===== config.mk =====
export PLATFORM = sky130hd
export DESIGN_NAME = ir_move_scheduler
export DESIGN_NICKNAME = d
export VERILOG_FILES = /design/src/rtl/ir_move_pkg.sv /design/src/rtl/ir_move_fifo.sv /design/src/rtl/ir_move_scheduler.sv
export SDC_FILE = /design/constraint.sdc
export NUM_CORES = 1
export LEC_CHECK = 0
export CAP_MARGIN = 20
export CORE_AREA = 2 2 58 60
export DETAILED_ROUTE_END_ITERATION = 16
export DIE_AREA = 0 0 60 62
export SETUP_SLACK_MARGIN = 0.02
export SLEW_MARGIN = 20
export SYNTH_ARGS = -nofsm -noshare
export SYNTH_HDL_FRONTEND = slang
export SYNTH_SLANG_ARGS = --single-unit

===== constraint.sdc =====
create_clock -name Clock -period 4.2 [get_ports Clock]
set_clock_uncertainty 0.15 [all_clocks]
set_input_delay 1.26 -clock Clock [delete_from_list [all_inputs] [get_ports Clock]]
set_output_delay 1.26 -clock Clock [all_outputs]
set_load 0.02 [all_outputs]

===== src/rtl/ir_move_pkg.sv =====
// Shared types for the IR move scheduler: direction codes, FSM states, widths.
package ir_move_pkg;

  localparam int unsigned DIR_W = 2;

  typedef enum logic [1:0] {DIR_UP, DIR_DOWN, DIR_LEFT, DIR_RIGHT} dir_t;

  typedef enum logic [1:0] {S_IDLE, S_PRESENT, S_GAP} sched_state_t;

endpackage


===== src/rtl/ir_move_fifo.sv =====
// Synchronous FIFO for move commands. A push while full is accepted only when
// a pop happens in the same cycle; otherwise it is silently refused (the
// caller flags the overflow).
// Ports: clk, rst_n (sync, active-low), push/wr_data, pop/rd_data (head,
// combinational), full, empty, count (registered occupancy).
module ir_move_fifo #(
  parameter int unsigned DEPTH = 4,
  parameter int unsigned WIDTH = 2
) (
  input  logic                       clk,
  input  logic                       rst_n,
  input  logic                       push,
  input  logic [WIDTH-1:0]           wr_data,
  input  logic                       pop,
  output logic [WIDTH-1:0]           rd_data,
  output logic                       full,
  output logic                       empty,
  output logic [$clog2(DEPTH+1)-1:0] count
);

  localparam int unsigned PTR_W = $clog2(DEPTH);
  localparam int unsigned CNT_W = $clog2(DEPTH + 1);

  logic [WIDTH-1:0] mem [DEPTH];
  logic [PTR_W-1:0] wr_ptr;
  logic [PTR_W-1:0] rd_ptr;
  logic             do_push;
  logic             do_pop;

  assign full    = (count == CNT_W'(DEPTH));
  assign empty   = (count == CNT_W'(0));
  assign do_pop  = pop && !empty;
  assign do_push = push && (!full || do_pop);
  assign rd_data = mem[rd_ptr];

  // Storage needs no reset; only pointers and count define validity.
  always_ff @(posedge clk) begin
    if (do_push) mem[wr_ptr] <= wr_data;
  end

  // Pointers wrap naturally since DEPTH is a power of two.
  always_ff @(posedge clk) begin
    if (!rst_n) begin
      wr_ptr <= '0;
      rd_ptr <= '0;
      count  <= '0;
    end else begin
      if (do_push) wr_ptr <= wr_ptr + PTR_W'(1);
      if (do_pop)  rd_ptr <= rd_ptr + PTR_W'(1);
      case ({do_push, do_pop})
        2'b10:   count <= count + CNT_W'(1);
        2'b01:   count <= count - CNT_W'(1);
        default: count <= count;
      endcase
    end
  end

endmodule


===== src/rtl/ir_move_scheduler.sv =====
// Validates decoded IR direction strobes, buffers them as 2-bit move codes and
// releases at most one move per FRAMES_PER_MOVE frame ticks over valid/ready.
// Ports: Clock, Reset_n (sync, active-low); In_Valid + In_Up/Down/Left/Right
// decoder inputs; Frame_Tick pacing pulse; Move_Valid/Move_Dir/Move_Ready
// handshake; Fifo_Count occupancy; Drop_Pulse (invalid or overflow);
// Overflow (sticky).
// Optional macro IR_REPEAT_EN adds In_Repeat, which re-pushes the last code.
module ir_move_scheduler
  import ir_move_pkg::*;
#(
  parameter int unsigned FIFO_DEPTH      = 4,
  parameter int unsigned FRAMES_PER_MOVE = 2
) (
  input  logic                            Clock,
  input  logic                            Reset_n,
  input  logic                            In_Valid,
  input  logic                            In_Up,
  input  logic                            In_Down,
  input  logic                            In_Left,
  input  logic                            In_Right,
`ifdef IR_REPEAT_EN
  input  logic                            In_Repeat,
`endif
  input  logic                            Frame_Tick,
  input  logic                            Move_Ready,
  output logic                            Move_Valid,
  output logic [DIR_W-1:0]                Move_Dir,
  output logic [$clog2(FIFO_DEPTH+1)-1:0] Fifo_Count,
  output logic                            Drop_Pulse,
  output logic                            Overflow
);

  // Keep the counter at least one bit wide when pacing is disabled.
  localparam int unsigned CNT_W = (FRAMES_PER_MOVE > 0) ? $clog2(FRAMES_PER_MOVE + 1) : 1;

  sched_state_t     state_q, state_d;
  logic [CNT_W-1:0] cnt_q, cnt_d;
  logic             move_valid_d;
  logic [DIR_W-1:0] move_dir_d;
  logic             pop_c;
  logic             push_req_c;
  dir_t             push_code_c;
  logic             drop_c;
  logic             ovf_c;
  logic             fifo_full;
  logic             fifo_empty;
  logic [DIR_W-1:0] fifo_head;

`ifdef IR_REPEAT_EN
  dir_t last_dir_q;
  logic last_valid_q;
`endif

  // Decode: exactly one direction bit makes a move; anything else is dropped.
  always_comb begin
    push_req_c  = 1'b0;
    push_code_c = DIR_UP;
    drop_c      = 1'b0;
    if (In_Valid) begin
      case ({In_Up, In_Down, In_Left, In_Right})
        4'b1000: begin push_req_c = 1'b1; push_code_c = DIR_UP;    end
        4'b0100: begin push_req_c = 1'b1; push_code_c = DIR_DOWN;  end
        4'b0010: begin push_req_c = 1'b1; push_code_c = DIR_LEFT;  end
        4'b0001: begin push_req_c = 1'b1; push_code_c = DIR_RIGHT; end
        default: drop_c = 1'b1;
      endcase
    end
`ifdef IR_REPEAT_EN
    else if (In_Repeat) begin
      if (last_valid_q) begin
        push_req_c  = 1'b1;
        push_code_c = last_dir_q;
      end else begin
        drop_c = 1'b1;
      end
    end
`endif
  end

  // A push into a full FIFO survives only if the FSM pops the same cycle.
  assign ovf_c = push_req_c && fifo_full && !pop_c;

  ir_move_fifo #(
    .DEPTH (FIFO_DEPTH),
    .WIDTH (DIR_W)
  ) u_fifo (
    .clk     (Clock),
    .rst_n   (Reset_n),
    .push    (push_req_c),
    .wr_data (push_code_c),
    .pop     (pop_c),
    .rd_data (fifo_head),
    .full    (fifo_full),
    .empty   (fifo_empty),
    .count   (Fifo_Count)
  );

  // Scheduler FSM: next state, pop request and registered output values.
  always_comb begin
    state_d      = state_q;
    cnt_d        = cnt_q;
    move_valid_d = 1'b0;
    move_dir_d   = Move_Dir;
    pop_c        = 1'b0;
    case (state_q)
      S_IDLE: begin
        if (!fifo_empty) begin
          pop_c        = 1'b1;
          move_dir_d   = fifo_head;
          move_valid_d = 1'b1;
          state_d      = S_PRESENT;
        end
      end
      S_PRESENT: begin
        move_valid_d = 1'b1;
        if (Move_Ready) begin
          move_valid_d = 1'b0;
          if (FRAMES_PER_MOVE == 32'd0) begin
            state_d = S_IDLE;
          end else begin
            cnt_d   = CNT_W'(FRAMES_PER_MOVE);
            state_d = S_GAP;
          end
        end
      end
      S_GAP: begin
        if (Frame_Tick) begin
          cnt_d = cnt_q - CNT_W'(1);
          if (cnt_q == CNT_W'(1)) state_d = S_IDLE;
        end
      end
      default: state_d = S_IDLE;
    endcase
  end

  always_ff @(posedge Clock) begin
    if (!Reset_n) begin
      state_q    <= S_IDLE;
      cnt_q      <= '0;
      Move_Valid <= 1'b0;
      Move_Dir   <= '0;
      Drop_Pulse <= 1'b0;
      Overflow   <= 1'b0;
    end else begin
      state_q    <= state_d;
      cnt_q      <= cnt_d;
      Move_Valid <= move_valid_d;
      Move_Dir   <= move_dir_d;
      Drop_Pulse <= drop_c || ovf_c;
      if (ovf_c) Overflow <= 1'b1;
    end
  end

`ifdef IR_REPEAT_EN
  // Remember the last code actually accepted into the FIFO.
  always_ff @(posedge Clock) begin
    if (!Reset_n) begin
      last_dir_q   <= DIR_UP;
      last_valid_q <= 1'b0;
    end else if (push_req_c && !ovf_c) begin
      last_dir_q   <= push_code_c;
      last_valid_q <= 1'b1;
    end
  end
`endif

endmodule

# Word level (Yosys, flattened, before mapping)
# Memory sizes are Yosys's and may differ from the RTL's. A register that Yosys moved wholly into a read port is not among the register bits.
# Cells that the tools add are included.
# totals
latchBits,0
in_bits,9
mem_bits_rw,8
register_bits,14
mem_count,1
mem_bits_ro,0
word_cells,67
# memory_table
memory,words,word_bits,rd,rd_ports_with_merged_regs,write_ports,line,source
u_fifo.mem,4,2,1,1,1,ir_move_fifo.sv:24,logic [WIDTH-1:0] mem [DEPTH];
# classes
reduce_logical,18
n_eq_ne,14
add_sub_neg,5
shifts,0
multipliers,0
bitwise,1
mux,20
n_lt_le_gt_ge,0
div_mod_pow,0
# ops
op,count
2-to-1 mux 2 bit,6
one-hot mux 2 bit (3 select lines),2
2-to-1 mux 1 bit,9
"inequality test 2 bit, second input constant",4
"== test 2 x 1 -> 1 bit, second input constant",3
one-hot mux 3 bit (2 select lines),1
"adder 2 x 1 -> 2 bit, second input constant",2
"== test 2 bit, second input constant",2
"== test 4 x 1 -> 1 bit, second input constant",1
"== test 4 x 2 -> 1 bit, second input constant",1
"== test 4 x 3 -> 1 bit, second input constant",1
"== test 4 bit, second input constant",1
logical AND 1 bit,4
zero test 1 bit,4
one-hot mux 2 bit (2 select lines),1
AND reduction 4 bit,1
nonzero test 2 bit,2
OR reduction 4 bit,1
"adder 3 x 1 -> 3 bit, second input constant",1
"== test 3 bit, second input constant",1
zero test 3 bit,1
AND reduction 3 bit,1
"subtractor 3 x 1 -> 3 bit, second input constant",1
zero test 2 bit,1
other kinds (5),6

# Depth between registers and ports, before layout
# depth
depth_word,8
depth_mapped,8
mapped_depth_nobuf,8

# Cells and area by module
# From an unflattened synthesis, not the netlist that was laid out.
# unflattened
cells_unflattened,113
area_unflattened_um2,1238.7
# modules_own_cells
module,seq_area_each_um2,cells_each,area_per_inst_um2,n_inst
ir_move_fifo,420.4,64,780.7,1
ir_move_scheduler,180.2,49,457.9,1

# Least setup slack after synthesis
# No wires, ideal clock.
# synth_path
path_type,input-to-reg
start,input In_Right
end,register u_fifo.count[2]
t_arrival_ns,2.763
cell_stages,8
path_slack_ns,1.215
path_cell_list,xor2_1 -> a22o_1 -> and2_4 -> nand2b_1 -> fa_1 -> nand2_1 -> a2bb2oi_1 -> mux2i_1
# synth_via
elab_chain_len,7
# synth_lines
item,line,source
"start, declared",ir_move_scheduler.sv:20,"input logic In_Right,"
"== test 4 x 1 -> 1 bit, or another cell as far along",ir_move_scheduler.sv:60,"case ({In_Up, In_Down, In_Left, In_Right})"
OR reduction 4 bit (no source line) (*),-,
2-to-1 mux 1 bit (*),ir_move_scheduler.sv:60,
2-to-1 mux 1 bit (*),ir_move_scheduler.sv:59,if (In_Valid) begin
logical AND 1 bit (*),ir_move_fifo.sv:33,assign do_push = push && (!full || do_pop);
== test 2 x 1 -> 1 bit or == test 2 bit (tied branches),ir_move_fifo.sv:50,"case ({do_push, do_pop})"
one-hot mux 3 bit (2 select lines) or nonzero test 2 bit (tied branches),-,
"end signal, assigned",ir_move_fifo.sv:51,2'b10: count <= count + CNT_W'(1);
"end signal, assigned",ir_move_fifo.sv:52,2'b01: count <= count - CNT_W'(1);
"end signal, assigned",ir_move_fifo.sv:53,default: count <= count;
"end, declared",ir_move_fifo.sv:18,output logic [$clog2(DEPTH+1)-1:0] count
# Mark *: on every way between the ends. The rest lies on a longest branch, timed or not.
# A chain may end at the register's enable or synchronous reset.

# Worst setup path after layout
# Same ends and word-level chain as after synthesis.

==> results by group <==
Logic synthesis
  – Post-synthesis simple-gate area fraction: just over 20%
  – Post-synth EDFFs: 8
  – Most common cell in the netlist: dfxtp_1
  – XOR/XNOR share of the synthesized area: around 4.4%
  – Yosys top cell by area: dfxtp_1
  – Synthesized instance count: 110
  – Top cells by count, synth: 16 x dfxtp_1, 12 x nand2_1, 9 x and2_1, 8 x edfxtp_1, 7 x mux2i_1
  – Compound-gate portion of the synthesized area: around 7.5%
  – Post-synthesis mux area share: between 10% and 20%
  – Mapped cell area: approximately 1200 µm²
  – Syn Nets: between 100 and 150
  – Largest family of logic cells by synthesized area: simple AND/OR/NAND/NOR gates
  – Sequential fraction of the synthesis area: a little under half
  – Synth warnings: 0
  – Distinct cell type count after synthesis: 31
  – Post-synth top area share: 27.0%
  – Top cells by area, synth: dfxtp_1 27%, edfxtp_1 20%, mux2i_1 5.9%
  – Syn_area_per_cell: 10.8 µm²
  – Async set-reset flop share out of synthesis: 0%
  – Post-Synth Adder-Cell Area: approximately 7%
  – Register bit total from synthesis: 24
  – Primary FF master, synth: dfxtp_1

Critical path
  – Slowest library cell on the worst path: clkdlybuf4s50_1
  – WP data arrival: between 3 and 4 ns
  – Worst setup EP type: flip-flop
  – R2r endpoint: u_fifo.count[2]
  – Critical Path Fanout Max: 4
  – Kind of critical path: input port to flip-flop
  – Crit path largest cell delay: between 0.4 and 0.5 ns
  – Reg2Reg Setup Slack: 2.09 ns
  – Critical Path RT: 4.31 ns
  – CP Launch Type: input port
  – CP Buf/Inv Count: 1
  – Worst path cell trace: clkdlybuf4s50_1 -> xor2_1 -> a22o_1 -> and2_4 -> nand2b_1 -> fa_1 -> nand2_1 -> a2bb2oi_1 -> mux2i_1
  – Crit path max-delay family: buffers and inverters
  – Worst r2r path cells: 7
  – Worst r2r src: u_fifo.count[0]

Routing
  – Routed Antenna Nets: 0
  – # DRC: 0
  – Total number of vias: approximately 800
  – DR iter-0 viols: 20
  – Drt first pass iters: 4
  – Drt wl/cell: 10.5 µm
  – Vias/cell: approximately 4.6
  – WL final: 1820 µm

Floorplan
  – I/O pin total: 17
  – Core region area: approximately 3200 µm²
  – Rows: 21
  – Die area: around 3700 µm²
  – Die Span Y: roughly 62 µm
  – DIE WIDTH: about 60 µm
  – Initial Utilization: between 30% and 40%

Place
  – Port Buffer Count: 16
  – Cell Area, Placed: between 1000 and 1500 µm²
  – Placed Cells: between 150 and 200
  – GP Congestion: between 0.7 and 0.8
  – Post-DP HPWL: 1390 µm

Timing
  – Final setup viols: 0
  – Unrepaired setup endpoints after global routing: false
  – Max frequency: between 300 and 400 MHz
  – Relative slew slack: 54.7%
  – Part of the cycle the worst path needs: between 70 and 80%
  – Pins Over Slew Limit: 0
  – Slew @ Worst Pin: roughly 0.67 ns
  – Fin Setup TNS: 0 ns
  – Final hold violations: 0
  – Crit path time final: ~3.2 ns
  – Hold_ws: 0.378 ns

Clock network
  – Worst skew pair latency: slightly above 0.3 ns
  – CTS tree: yes
  – Clk root buf: clkbuf_4
  – Resized cells post-CTS: 0
  – Post-CTS Setup Repair Bufs: 0
  – Clock Pin Slew Worst Setup and Hold Paths: between 0.1 and 0.15 ns
  – CTS HTree Levels: 1
  – CTS Hold Bufs: 0
  – Cts bufs inserted: 3
  – Clock tree buffer depth: 2
  – CTS Sinks: 24

Finish
  – Count of non-filler cells in the finished layout: ~170
  – # nets final: ~140
  – Area growth from synthesis to layout: 20.4%
  – Layout cell share with drive strength beyond 1: 7.09%
  – # diodes: 0
  – Post-route cell area: between 1000 and 1500 µm²

Pwr
  – Final Power: around 0.82 mW
  – Pwr Density: 572 nW/µm²
  – Static leakage: 0.533 nW
  – Maximum vdd drop: between 0.0003 and 0.0004 V

Min path
  – Min-delay src: u_fifo.count[2]
  – Hold crit path type: flip-flop to flip-flop
  – Hold Crit Endpoint: u_fifo.count[2]
  – Hold-critical path depth: 2

Run status
  – Run status: completed

Flow run
  – Max-cap violations: 0

Global routing
  – Pin count of the biggest net entering global routing: 20
  – First-pass GRT wire length: between 3000 and 4000 µm
  – Initial antenna violation count: 0
  – GRT overflow: 0
  – Gr usage total: 10.7%
  – Vias in the first global route: slightly above 700
-- per-stage QoR --
step	util (%)	worst slack [ns]
CTS	44.9	0.969
finish	44.9	0.954
detailed placement	43.7	0.627
global route	44.9	0.830
floorplan	-	1.22
global placement	43.7	0.663
-- sequential cells by signal, indices dropped and copies added, names as in the netlist --
name           cells
Drop_Pulse         1
u_fifo.rd_ptr      2
cnt_q              2
Overflow           1
u_fifo.count       3
Move_Dir           2
u_fifo.wr_ptr      2
Move_Valid         1
u_fifo.mem         8
state_q            2
-- layer usage --
| metal | GRT usage [%] | wire length [µm] | share of wire, % | up-vias |
|---|---|---|---|---|
| met5 | 0 | 0 | 0 | - |
| met3 | 2.90 | 68 | 3.7 | 2 |
| met4 | 3.81 | 26 | 1.4 | 0 |
| li1 | - | - | - | 407 |
| met1 | 13.5 | 888 | 49 | 369 |
| met2 | 17.7 | 837 | 46 | 16 |
-- power by group --
part	leakage, nW	switching [mW]	internal, mW	total (mW)
sequential	0.205	0.0489	0.285	0.334
clock	0.0210	0.0675	0.0529	0.120
combinational	0.306	0.174	0.187	0.361
-- kinds of logic (layout without fill, tap and decap cells) --
logic type	Yosys count	after routing
XOR/XNOR	6	6
flip-flops	24	24
multiplexers	10	10
adder cells (fa/ha/maj)	6	6
AO/OA/AOI/OAI	13	13
AND/OR/NAND/NOR	43	43
buffers and inverters	8	25
-- layout by cell type, fill, tap and decap left out, types with 3 or more instances in the layout --
cell type	count
a21oi_1	4
and2_1	9
clkbuf_4	3
clkdlybuf4s50_1	16
dfxtp_1	16
edfxtp_1	8
ha_1	5
inv_1	5
mux2i_1	7
nand2_1	12
nand2b_1	4
nor2_1	6
nor2b_1	4
xnor2_1	3
xor2_1	3
-- how the worst max path moves through the flow --
stage / start / endpoint / slack [ns] / cells after the start
after CTS: In_Right / u_fifo.count[2] / 0.97 / 9
after global placement: In_Right / u_fifo.count[2] / 0.66 / 9
after detailed placement: In_Right / u_fifo.count[2] / 0.63 / 9
after floorplan: In_Right / u_fifo.count[2] / 1.22 / 8
final: In_Right / u_fifo.count[2] / 0.95 / 9
after global routing: In_Right / u_fifo.count[2] / 0.83 / 9
-- tightest hold or removal path: cells and delay by family (launching register included) --
kind,cells,cell delay [ns]
DFF,1,0.37
and+or+nand+nor,1,0.07
muxes,1,0.06
-- layout make-up --
cell class | count | area [µm²]
inverters | 5 | 18.8
repair buffers | 16 | 160
flip-flops and latches | 24 | 561
clock buffers | 4 | 36.3
well taps | 46 | 57.6
multi-input cells | 78 | 593
fillers | 314 | 1750
No activity file was read; power rests on OpenSTA's default activity.
